**config.mk**
```make
export PLATFORM = sky130hd
export DESIGN_NAME = sprite_attr_fetch
export DESIGN_NICKNAME = d
export VERILOG_FILES = /design/src/rtl/sprite_pkg.sv /design/src/rtl/sprite_attr_decode.sv /design/src/rtl/sprite_attr_fetch.sv
export SDC_FILE = /design/constraint.sdc
export NUM_CORES = 1
export LEC_CHECK = 0
export CORE_MARGIN = 3
export CORE_UTILIZATION = 35
export CTS_BUF_LIST = sky130_fd_sc_hd__clkbuf_4 sky130_fd_sc_hd__clkbuf_8 sky130_fd_sc_hd__clkbuf_16
export CTS_CLUSTER_DIAMETER = 100
export DETAILED_ROUTE_END_ITERATION = 7
export SKIP_CTS_REPAIR_TIMING = 1
export SLEW_MARGIN = 20
export SYNTH_ARGS = -nofsm -noshare
export SYNTH_HDL_FRONTEND = slang
export SYNTH_HIERARCHICAL = 1
export SYNTH_SLANG_ARGS = --single-unit
```
**constraint.sdc**
```tcl
create_clock -name clk_i -period 4.21 [get_ports clk_i]
set_input_delay 1.0525 -clock clk_i [delete_from_list [all_inputs] [get_ports clk_i]]
set_output_delay 1.0525 -clock clk_i [all_outputs]
set_load 0.01 [all_outputs]
```
**src/rtl/sprite_pkg.sv**
```systemverilog
// Sprite attribute word layout, size-code decode and fetch FSM encoding.
package sprite_pkg;

  localparam int SPRITE_COUNT = 128;
  localparam logic [6:0] LAST_IDX = 7'(SPRITE_COUNT - 1);

  localparam int W0_ADDR_LSB  = 0;
  localparam int W0_ADDR_MSB  = 11;
  localparam int W0_MODE      = 15;
  localparam int W0_X_LSB     = 16;
  localparam int W0_X_MSB     = 25;

  localparam int W1_Y_LSB     = 0;
  localparam int W1_Y_MSB     = 9;
  localparam int W1_HFLIP     = 16;
  localparam int W1_VFLIP     = 17;
  localparam int W1_Z_LSB     = 18;
  localparam int W1_Z_MSB     = 19;
  localparam int W1_CMASK_LSB = 20;
  localparam int W1_CMASK_MSB = 23;
  localparam int W1_PAL_LSB   = 24;
  localparam int W1_PAL_MSB   = 27;
  localparam int W1_WIDTH_LSB = 28;
  localparam int W1_WIDTH_MSB = 29;
  localparam int W1_HGT_LSB   = 30;
  localparam int W1_HGT_MSB   = 31;

  typedef enum logic [2:0] {
    ST_IDLE,
    ST_RD0,
    ST_RD1,
    ST_EVAL,
    ST_OUT,
    ST_DONE
  } fetch_state_t;

  // Size codes 0..3 select 8/16/32/64 pixels.
  function automatic logic [6:0] size_px(input logic [1:0] code);
    return 7'd8 << code;
  endfunction

endpackage

```
**src/rtl/sprite_attr_decode.sv**
```systemverilog
// Combinational unpack of one sprite's W0/W1 words plus the per-line visibility test.
module sprite_attr_decode
  import sprite_pkg::*;
(
  input  logic [31:0] w0,
  input  logic [31:0] w1,
  input  logic [9:0]  line,
  output logic [11:0] addr,
  output logic        mode,
  output logic [9:0]  x,
  output logic        hflip,
  output logic [1:0]  z,
  output logic [3:0]  cmask,
  output logic [3:0]  pal,
  output logic [1:0]  width,
  output logic [1:0]  height,
  output logic        visible,
  output logic [5:0]  row
);

  logic [9:0] y;
  logic       vflip;
  logic [6:0] height_px;
  logic [5:0] height_m1;
  logic [9:0] d;
  logic       unused_bits;

  assign addr   = w0[W0_ADDR_MSB:W0_ADDR_LSB];
  assign mode   = w0[W0_MODE];
  assign x      = w0[W0_X_MSB:W0_X_LSB];
  assign y      = w1[W1_Y_MSB:W1_Y_LSB];
  assign hflip  = w1[W1_HFLIP];
  assign vflip  = w1[W1_VFLIP];
  assign z      = w1[W1_Z_MSB:W1_Z_LSB];
  assign cmask  = w1[W1_CMASK_MSB:W1_CMASK_LSB];
  assign pal    = w1[W1_PAL_MSB:W1_PAL_LSB];
  assign width  = w1[W1_WIDTH_MSB:W1_WIDTH_LSB];
  assign height = w1[W1_HGT_MSB:W1_HGT_LSB];

  assign unused_bits = ^{w0[14:12], w0[31:26], w1[15:10]};

  // 10-bit subtraction wraps, so sprites straddling line 1023/0 stay visible.
  assign height_px = size_px(height);
  assign height_m1 = 6'(height_px - 7'd1);
  assign d         = line - y;
  assign visible   = (z != 2'd0) && (d < {3'b000, height_px});
  assign row       = vflip ? (height_m1 - d[5:0]) : d[5:0];

endmodule

```
**src/rtl/sprite_attr_fetch.sv**
```systemverilog
// Scans all sprite attribute entries for one display line and streams visible descriptors.
module sprite_attr_fetch
  import sprite_pkg::*;
#(
  parameter int MAX_PER_LINE = 16
) (
  input  logic        clk_i,
  input  logic        rst_n_i,
  input  logic        start_i,
  input  logic [9:0]  line_i,
  output logic        busy_o,
  output logic        done_o,
  output logic        overflow_o,
  output logic        rd_en_o,
  output logic [7:0]  rd_addr_o,
  input  logic [31:0] rd_data_i,
  output logic        spr_valid_o,
  input  logic        spr_ready_i,
  output logic [6:0]  spr_idx_o,
  output logic [11:0] spr_addr_o,
  output logic        spr_mode_o,
  output logic [9:0]  spr_x_o,
  output logic [5:0]  spr_row_o,
  output logic        spr_hflip_o,
  output logic [1:0]  spr_z_o,
  output logic [3:0]  spr_cmask_o,
  output logic [3:0]  spr_pal_o,
  output logic [1:0]  spr_width_o,
  output logic [1:0]  spr_height_o
);

  localparam logic [7:0] MAX_CNT = 8'(MAX_PER_LINE);

  fetch_state_t state;
  logic [6:0]   n;
  logic [7:0]   vis_cnt;
  logic [9:0]   line_q;
  logic [31:0]  w0_q;

  logic [11:0] d_addr;
  logic        d_mode;
  logic [9:0]  d_x;
  logic        d_hflip;
  logic [1:0]  d_z;
  logic [3:0]  d_cmask;
  logic [3:0]  d_pal;
  logic [1:0]  d_width;
  logic [1:0]  d_height;
  logic        d_visible;
  logic [5:0]  d_row;

  // In EVAL the read port is presenting W1 directly.
  sprite_attr_decode u_decode (
    .w0      (w0_q),
    .w1      (rd_data_i),
    .line    (line_q),
    .addr    (d_addr),
    .mode    (d_mode),
    .x       (d_x),
    .hflip   (d_hflip),
    .z       (d_z),
    .cmask   (d_cmask),
    .pal     (d_pal),
    .width   (d_width),
    .height  (d_height),
    .visible (d_visible),
    .row     (d_row)
  );

  always_ff @(posedge clk_i or negedge rst_n_i) begin
    if (!rst_n_i) begin
      state        <= ST_IDLE;
      n            <= '0;
      vis_cnt      <= '0;
      line_q       <= '0;
      w0_q         <= '0;
      busy_o       <= 1'b0;
      done_o       <= 1'b0;
      overflow_o   <= 1'b0;
      rd_en_o      <= 1'b0;
      rd_addr_o    <= '0;
      spr_valid_o  <= 1'b0;
      spr_idx_o    <= '0;
      spr_addr_o   <= '0;
      spr_mode_o   <= 1'b0;
      spr_x_o      <= '0;
      spr_row_o    <= '0;
      spr_hflip_o  <= 1'b0;
      spr_z_o      <= '0;
      spr_cmask_o  <= '0;
      spr_pal_o    <= '0;
      spr_width_o  <= '0;
      spr_height_o <= '0;
    end else begin
      done_o <= 1'b0;
      case (state)
        ST_IDLE: begin
          if (start_i) begin
            line_q     <= line_i;
            n          <= '0;
            vis_cnt    <= '0;
            overflow_o <= 1'b0;
            busy_o     <= 1'b1;
            rd_en_o    <= 1'b1;
            rd_addr_o  <= 8'd0;
            state      <= ST_RD0;
          end
        end
        ST_RD0: begin
          rd_addr_o <= {n, 1'b1};
          state     <= ST_RD1;
        end
        ST_RD1: begin
          w0_q    <= rd_data_i;
          rd_en_o <= 1'b0;
          state   <= ST_EVAL;
        end
        ST_EVAL: begin
          if (!d_visible) begin
            if (n == LAST_IDX) begin
              done_o <= 1'b1;
              state  <= ST_DONE;
            end else begin
              n         <= n + 7'd1;
              rd_en_o   <= 1'b1;
              rd_addr_o <= {n + 7'd1, 1'b0};
              state     <= ST_RD0;
            end
          end else if (vis_cnt < MAX_CNT) begin
            spr_valid_o  <= 1'b1;
            spr_idx_o    <= n;
            spr_addr_o   <= d_addr;
            spr_mode_o   <= d_mode;
            spr_x_o      <= d_x;
            spr_row_o    <= d_row;
            spr_hflip_o  <= d_hflip;
            spr_z_o      <= d_z;
            spr_cmask_o  <= d_cmask;
            spr_pal_o    <= d_pal;
            spr_width_o  <= d_width;
            spr_height_o <= d_height;
            state        <= ST_OUT;
          end else begin
            overflow_o <= 1'b1;
            done_o     <= 1'b1;
            state      <= ST_DONE;
          end
        end
        ST_OUT: begin
          if (spr_ready_i) begin
            spr_valid_o <= 1'b0;
            vis_cnt     <= vis_cnt + 8'd1;
            if (n == LAST_IDX) begin
              done_o <= 1'b1;
              state  <= ST_DONE;
            end else begin
              n         <= n + 7'd1;
              rd_en_o   <= 1'b1;
              rd_addr_o <= {n + 7'd1, 1'b0};
              state     <= ST_RD0;
            end
          end
        end
        ST_DONE: begin
          busy_o <= 1'b0;
          state  <= ST_IDLE;
        end
        default: state <= ST_IDLE;
      endcase
    end
  end

endmodule

```
Word-level counts from Yosys, hierarchy flattened
Index checks and enable logic that the tools add are counted.
{"block": "word_totals", "input_bits": 46, "register_bits": 118, "out_inout_bits": 64}
{"block": "classes", "n_lt_le_gt_ge": 2, "muxes": 38, "reduce_logical": 20, "n_eq_ne": 12, "n_addsub": 5, "shifts": 1}
{"op": "8-bit two-way mux", "n": 5}
{"op": "8-bit case mux with 4 select lines", "n": 1}
{"op": "7-bit two-way mux", "n": 4}
{"op": "7-bit case mux with 3 select lines", "n": 1}
{"op": "4-bit AND reduction", "n": 5}
{"op": "8-bit case mux with 2 select lines", "n": 1}
{"op": "1-bit two-way mux", "n": 15}
{"op": "3-bit case mux with 5 select lines", "n": 1}
{"op": "3-bit two-way mux", "n": 4}
{"op": "2-bit != test (second input constant)", "n": 6}
{"op": "10-bit by 7-bit < comparator with 1-bit output", "n": 1}
{"op": "2-bit nonzero test", "n": 5}
{"op": "10-bit subtractor", "n": 1}
{"op": "8-bit by 1-bit adder with 8-bit output (second input constant)", "n": 1}
{"op": "8-bit by 5-bit < comparator with 1-bit output (second input constant)", "n": 1}
{"op": "1-bit case mux with 2 select lines", "n": 4}
{"op": "4-bit nonzero test", "n": 2}
{"op": "7-bit by 1-bit adder with 7-bit output (second input constant)", "n": 1}
{"op": "7-bit equality test (second input constant)", "n": 1}
{"op": "4-bit by 2-bit left shift with 7-bit output (first input constant)", "n": 1}
{"op": "3-bit by 2-bit equality test with 1-bit output (second input constant)", "n": 2}
{"op": "3-bit equality test (second input constant)", "n": 2}
{"op": "6-bit two-way mux", "n": 1}
{"op": "2-bit AND reduction", "n": 3}
{"op": "other kinds (8)", "n": 9}

Depth between registers and ports, before layout
Gate-level depths: netlist (run 1).
{"block": "logic_depth", "ltp_word": 5, "ltp_mapped": 19, "depth_no_buf": 18}

Modules after synthesis
Netlist (run 1), hierarchy kept.
{"mod": "sprite_attr_fetch", "cells_per_inst": 410, "n_inst": 1, "area_each_um2": 5258.8}
{"mod": "sprite_attr_decode", "cells_per_inst": 134, "n_inst": 1, "area_each_um2": 979.7}

Worst setup path after synthesis (run 1)
Ideal clock, no wire load.
{"block": "synth_path", "path_type": "input port to flip-flop", "startpoint": "input port rd_data_i[0]", "endpoint": "register spr_addr_o[0]", "path_buffers": 2, "path_slack_ns": -0.401, "cell_stages": 18, "t_arrival_ns": 4.483, "t_required_ns": 4.082, "cell_sequence": "ha_1 inv_1 fa_1 a21o_1 a221o_1 nor2_1 xnor2_1 ha_1 o21ai_0 a21oi_1 nor3_1 nand4_1 nor3_1 and2_1 nand2b_1 clkbuf_1 buf_4 mux2_1"}
{"block": "synth_between", "elab_chain_len": 4}
{"item": "start: declaration", "line": "sprite_attr_fetch.sv:16", "source": "input logic [31:0] rd_data_i,"}
{"item": "10-bit subtractor", "line": "sprite_attr_decode.sv:45", "source": "assign d = line - y;"}
{"item": "10-bit by 7-bit < comparator with 1-bit output", "line": "sprite_attr_decode.sv:46", "source": "assign visible = (z != 2'd0) && (d < {3'b000, height_px});"}
{"item": "1-bit logical AND", "line": "sprite_attr_decode.sv:46"}
{"item": "via d_visible", "line": "sprite_attr_fetch.sv:49", "source": "logic d_visible;"}
{"item": "3-bit AND reduction (no source line)"}
{"item": "end signal: assignment", "line": "sprite_attr_fetch.sv:132", "source": "spr_addr_o <= d_addr;"}
{"item": "end: declaration", "line": "sprite_attr_fetch.sv:20", "source": "output logic [11:0] spr_addr_o,"}
The timed path passes the listed nets, and every way through them passes these cells.
A chain may end at the register's enable or synchronous reset.

Worst setup path after layout (run 1)
{"block": "layout_path", "startpoint": "input port rd_data_i[1]", "endpoint": "register spr_row_o[1]"}
{"block": "layout_between", "elab_chain_len": 4}
{"item": "10-bit subtractor", "line": "sprite_attr_decode.sv:45"}
{"item": "10-bit by 7-bit < comparator with 1-bit output", "line": "sprite_attr_decode.sv:46"}
{"item": "1-bit logical AND", "line": "sprite_attr_decode.sv:46"}
{"item": "via d_visible", "line": "sprite_attr_fetch.sv:49"}
{"item": "3-bit AND reduction (no source line)"}
{"item": "end signal: assignment", "line": "sprite_attr_fetch.sv:135", "source": "spr_row_o <= d_row;"}
{"item": "end: declaration", "line": "sprite_attr_fetch.sv:23", "source": "output logic [5:0] spr_row_o,"}
The timed path passes the listed nets, and every way through them passes these cells.

==> out/metrics.yaml, run 1 <==
status: "finished, final reports clean"
hold_depth: 1
worst_pin_slew_ns: 0.6530
p_leak_nw: 3.704
overflow: 0
period_minus_slack_ns: 4.063
final_common_cell: "dfrtp_1"
rrSetupSlack_ns: 0.41
critPathMaxStageDelay_ns: 0.32
place.gp.congestion: 0.8542
vias_per_cell: 4.984
fin_util_pct: 49.50
post-route-period-util_pct: 96.52
crit_arrival_ns: 4.35
maxSlewHeadroom_pct: 56.33
grt_usage_pct: 15.32
critPathMaxFanout: 5
report.final.slew_viol_count: 0
final_cell_mix: "dfrtp_1, clkdlybuf4s50_1, mux2_1"
wire_per_inst_um: 16.77
rr_worst_depth: 18
path_cells: "clkbuf_2 -> inv_2 -> ha_1 -> nor2b_1 -> o31a_1 -> buf_4 -> a21o_2 -> inv_1 -> ha_1 -> o21ai_0 -> a21oi_2 -> nor3_2 -> nand4_1 -> nor3_4 -> and2_4 -> nand2b_4 -> clkbuf_16 -> mux2_1"
cts_max_path_buffers: 2
yosys_warnings: 6
core_area_um2: 16230
cts-buffers-inserted: 17
start_util_pct: 36.42
grt_pass1_vias: 4415
dr.pass1.iters: 5
drive_gt1_share_pct: 17.53
root_buffer: "clkbuf_16"
vias: 4261
finalClockSkew_ns: 0.01208
dpl_cell_area_um2: 7058
routed_wl_um: 14340
fin_setup_tns_ns: 0
antenna_found_initial: 1
end_kind: "flip-flop"
final_antenna_net_count: 0
grt_pass1_wl_um: 22310
ir_drop_mv: 0.3332
path_clk_slew_ns: 0.05
cts.sinks: 115
io_buffer_count: 106
hold_violations: 0
drtIter0Drc: 216
io_pins: 110
critical_path_class: "in2reg"
htree_levels: 4
final_net_count: 691
die_width_um: 136.0
num_rows: 46
critPathLaunchType: "input pin"
hold_start: "w0_q[7]$_DFFE_PN0N_"
dieArea_um2: 18490
grt_max_degree: 116
reg2reg_from: "line_q[0]$_DFFE_PN0P_"
crit_slowest_cell: "mux2_1"
hp-class: "reg2reg"
synthCells: 526
setup_viol: 0
die_h_um: 136.0
p_per_area_nw_per_um2: 729.6
maxCapViolCount: 0
syn_area_um2: 5912
worstSetupPathDepth: 18
worstSkewPairLatency_ns: 0.42
diodes: 0
place_hpwl_um: 9223
synthToLayoutAreaGrowth_pct: 35.89
avgSynthCellArea_um2: 11.24
syn_nets: 590
cts_tree: "done"
worstReg2RegEnd: "spr_row_o[1]$_DFFE_PN0P_"
max_freq_ghz: 0.2461
cp.required_ns: 4.50
whs_endpoint: "w0_q[7]$_DFFE_PN0N_"
remaining_drc_errors: 0
stdcell_area_um2: 8034
cp_common_cell: "ha_1"
path_buf_inv: 5
crit_family: "simple AND/OR/NAND/NOR gates"
[state kept, by name (all words and copies together) (netlist names), 2 cells and up]
name,count
line_q,10
state,3
spr_addr_o,12
n,7
spr_idx_o,7
spr_z_o,2
rd_addr_o,8
spr_width_o,2
spr_cmask_o,4
vis_cnt,8
spr_height_o,2
spr_row_o,6
w0_q,23
spr_pal_o,4
spr_x_o,10
[worst max path at each step]
stage                                      endpoint         start  slack, ns
after floorplan           spr_addr_o[0]$_DFFE_PN0P_  rd_data_i[0]      0.008
after global placement     spr_idx_o[1]$_DFFE_PN0P_  rd_data_i[0]      -0.62
after detailed placement   spr_row_o[5]$_DFFE_PN0P_  rd_data_i[0]      -0.78
after CTS                          n[2]$_DFFE_PN0P_  rd_data_i[0]      -0.40
after global routing               n[2]$_DFFE_PN0P_  rd_data_i[0]      -0.01
final                      spr_row_o[1]$_DFFE_PN0P_  rd_data_i[1]       0.15
[where the power goes]
| group | switching (mW) | internal, mW | total [mW] | leakage (nW) |
|---|---|---|---|---|
| clock network | 0.489 | 1.06 | 1.55 | 0.312 |
| registers | 0.304 | 1.53 | 1.83 | 1.47 |
| logic | 1.11 | 1.37 | 2.48 | 1.92 |
[per-layer routing]
layer  share of wire [%]  GRT usage, %
met3                 5.3         4.330
met4                 1.9         6.215
met5               0.091             0
met1                  44         19.16
met2                  49         25.06
[stage by stage]
| stage | hold slack (ns) | setup WS [ns] | power (mW) | std cells |
|---|---|---|---|---|
| 3_5_place_dp | 0.4687 | -0.7794 | 4.102 | 812 |
| 6_report | 0.4772 | 0.1465 | 5.861 | 855 |
| 5_1_grt | 0.4956 | -0.01120 | 6.263 | 855 |
| 4_1_cts | 0.4807 | -0.3990 | 5.700 | 843 |
| 2_1_floorplan | 0.4457 | 0.008201 | 3.270 | 526 |
| 3_3_place_gp | 0.4574 | -0.6240 | 4.008 | 812 |
[layout make-up]
class	instances	area, um^2
Fill cell	1480	8197
Clock buffer	23	495.5
Multi-Input combinational cell	322	2666
Inverter	27	101.3
Sequential cell	115	2878
Clock inverter	8	148.9
Timing Repair Buffer	144	1474
Tap cell	216	270.3
(Power assumes the default switching activity.)
==> run 2: changes to the inputs <==
--- a/config.mk
+++ b/config.mk
@@ -5,6 +5,7 @@
 export SDC_FILE = /design/constraint.sdc
 export NUM_CORES = 1
 export LEC_CHECK = 0
+export CORE_ASPECT_RATIO = 0.5
 export CORE_MARGIN = 3
 export CORE_UTILIZATION = 35
 export CTS_BUF_LIST = sky130_fd_sc_hd__clkbuf_4 sky130_fd_sc_hd__clkbuf_8 sky130_fd_sc_hd__clkbuf_16
==> out/metrics.yaml, run 2 (same netlist as run 1, synthesis figures left out) <==
final_common_cell: "dfrtp_1"
hold_start: "line_q[0]$_DFFE_PN0P_"
final_antenna_net_count: 0  # unchanged
start_util_pct: 37.01  # +0.58 points
htree_levels: 4  # unchanged
cts_max_path_buffers: 2  # unchanged
multi_input_area_um2: 2623  # -1.6%
antenna_found_initial: 0  # -1
crit_arrival_ns: 4.37  # +0.02 ns
ir_drop_mv: 0.2816  # -15%
die_width_um: 189.8  # +40%
cts.sinks: 115  # unchanged
dieArea_um2: 18580  # +0.51%
drtIter0Drc: 187  # -13%
critPathMaxFanout: 8  # +3
max_freq_ghz: 0.2445  # -0.65%
die_h_um: 97.90  # -28%
worstReg2RegEnd: "spr_addr_o[11]$_DFFE_PN0P_"
period_minus_slack_ns: 4.090  # +0.02643 ns
overflow: 0  # unchanged
grt_pass1_vias: 4243  # -3.9%
critPathLaunchType: "input pin"
p_per_area_nw_per_um2: 715.6  # -1.9%
p_total_mw: 5.655  # -3.5%
cts_tree: "done"
critical_path_class: "in2reg"
grt_usage_pct: 14.56  # -0.77 points
place.gp.congestion: 0.8375  # -2.0%
fin_setup_tns_ns: 0  # unchanged
final_cell_mix: "dfrtp_1, clkdlybuf4s50_1, mux2_1"
fillCellCount: 1440  # -2.7%
remaining_drc_errors: 0  # unchanged
reg2reg_from: "line_q[0]$_DFFE_PN0P_"
root_buffer: "clkbuf_16"
synthToLayoutAreaGrowth_pct: 33.67
path_clk_slew_ns: 0.06  # about the same
routed_wl_um: 13600  # -5.1%
cp.required_ns: 4.49  # about the same
fin_cells: 856  # +0.12%
seq_area_um2: 2878  # unchanged
vias_per_cell: 4.846  # -2.8%
worstSkewPairLatency_ns: 0.40  # -0.02 ns
fin_util_pct: 49.47  # about the same
rr_worst_depth: 18  # unchanged
hp-class: "reg2reg"
rsz0062_at_grt: "true"
worst_pin_slew_ns: 0.8425  # +0.1895 ns
io_pins: 110  # unchanged
post-route-period-util_pct: 97.15  # +0.63 points
wire_per_inst_um: 15.89  # -5.2%
num_rows: 32  # -30%
io_buffer_count: 106  # unchanged
drive_gt1_share_pct: 16.06  # -1.5 points
hold_depth: 2  # +1
finalClockSkew_ns: 0.01096  # -0.001125 ns
vias: 4148  # -2.7%
diodes: 0  # unchanged
cts-buffers-inserted: 17  # unchanged
p_leak_nw: 3.665  # -1.1%
final_net_count: 686  # -0.72%
top_register: "w0_q"
report.final.slew_viol_count: 0  # unchanged
maxSlewHeadroom_pct: 43.83  # -13 points
whs_endpoint: "line_q[0]$_DFFE_PN0P_"
end_kind: "flip-flop"
largest_reg_flops: 23  # unchanged
place_hpwl_um: 9120  # -1.1%
largestRegisters: "w0_q (23), spr_addr_o (12)"
core_area_um2: 15980  # -1.6%
status: "finished, final reports clean"
setup_viol: 0  # unchanged
placed_cells: 817  # +0.62%
grt_pass1_wl_um: 21870  # -1.9%
grt_max_degree: 64  # -45%
maxCapViolCount: 0  # unchanged
rrSetupSlack_ns: 0.38  # -0.03 ns
hold_violations: 0  # unchanged
dr.pass1.iters: 4  # -1
timing.hold.ws_ns: 0.4728  # -0.004387 ns
==> run 2: cell types whose count changed in the layout (fill, tap and decap cells not counted), moves of 3 or more <==
| cell | delta |
|---|---|
| buf_6 | -5 |
| buf_4 | +3 |
| clkinv_2 | +4 |
| clkbuf_8 | -3 |
==> run 2: worst max-delay path by stage <==
stage	startpoint	endpoint	slack, ns	cells after the start
floorplan	rd_data_i[0]	spr_addr_o[0]$_DFFE_PN0P_	0.008	18
global placement	rd_data_i[0]	spr_z_o[1]$_DFFE_PN0P_	-0.66	18
detailed placement	rd_data_i[0]	spr_row_o[3]$_DFFE_PN0P_	-0.71	18
CTS	rd_data_i[0]	spr_row_o[3]$_DFFE_PN0P_	-0.30	18
global route	rd_data_i[0]	spr_addr_o[11]$_DFFE_PN0P_	-0.01	18
finish	rd_data_i[0]	spr_addr_o[11]$_DFFE_PN0P_	0.12	18
==> run 2: final cells by class <==
cell class / count / area share (%)
Clock buffer: 22 / 5.937
Clock inverter: 10 / 1.678
Inverter: 27 / 1.314
Multi-Input combinational cell: 321 / 33.19
Sequential cell: 115 / 36.42
Tap cell: 221 / 3.499
Timing Repair Buffer: 140 / 17.97
==> run 2: critical path: stages <==
cell       delay (ns)
buf_4            0.10
ha_4             0.12
inv_1            0.05
fa_2             0.33
a21o_1           0.21
a221o_1          0.33
nor2_2           0.13
xnor2_1          0.13
ha_1             0.25
o21ai_1          0.07
a21oi_1          0.06
nor3_1           0.21
nand4_1          0.18
nor3_4           0.26
and2_4           0.20
nand2b_4         0.14
clkbuf_16        0.22
mux2_1           0.31
==> run 2: metrics by stage <==
stage / area (um^2) / worst slack (ns)
3_3_place_gp: 7057 / -0.6593
3_5_place_dp: 7072 / -0.7139
4_1_cts: 7674 / -0.2965
5_1_grt: 7903 / -0.01257
2_1_floorplan: 5959 / 0.008201
6_report: 7903 / 0.1201
==> run 2: power by group <==
group / switching [mW] / leakage [nW] / internal [mW]
Sequential: 0.291 / 1.47 / 1.53
Clock: 0.501 / 0.305 / 0.969
Combinational: 1.04 / 1.89 / 1.32
Total: 1.84 / 3.66 / 3.82
==> run 2: per-layer routing <==
metal | vias up | track usage [%] | wire length (um)
li1 | 1983 | - | -
met1 | 2071 | 20.10 | 6839
met2 | 81 | 22.81 | 6229
met3 | 13 | 3.049 | 392
met4 | 0 | 5.108 | 142
met5 | - | 0 | 0
==> run 3: changes to the inputs <==
--- a/config.mk
+++ b/config.mk
@@ -9,7 +9,7 @@
 export CORE_MARGIN = 3
 export CORE_UTILIZATION = 35
 export CTS_BUF_LIST = sky130_fd_sc_hd__clkbuf_4 sky130_fd_sc_hd__clkbuf_8 sky130_fd_sc_hd__clkbuf_16
-export CTS_CLUSTER_DIAMETER = 100
+export CTS_CLUSTER_DIAMETER = 80
 export DETAILED_ROUTE_END_ITERATION = 7
 export SKIP_CTS_REPAIR_TIMING = 1
 export SLEW_MARGIN = 20
==> results of run 3 <==
The final DEF is identical to that of run 2; final timing and power are the same.
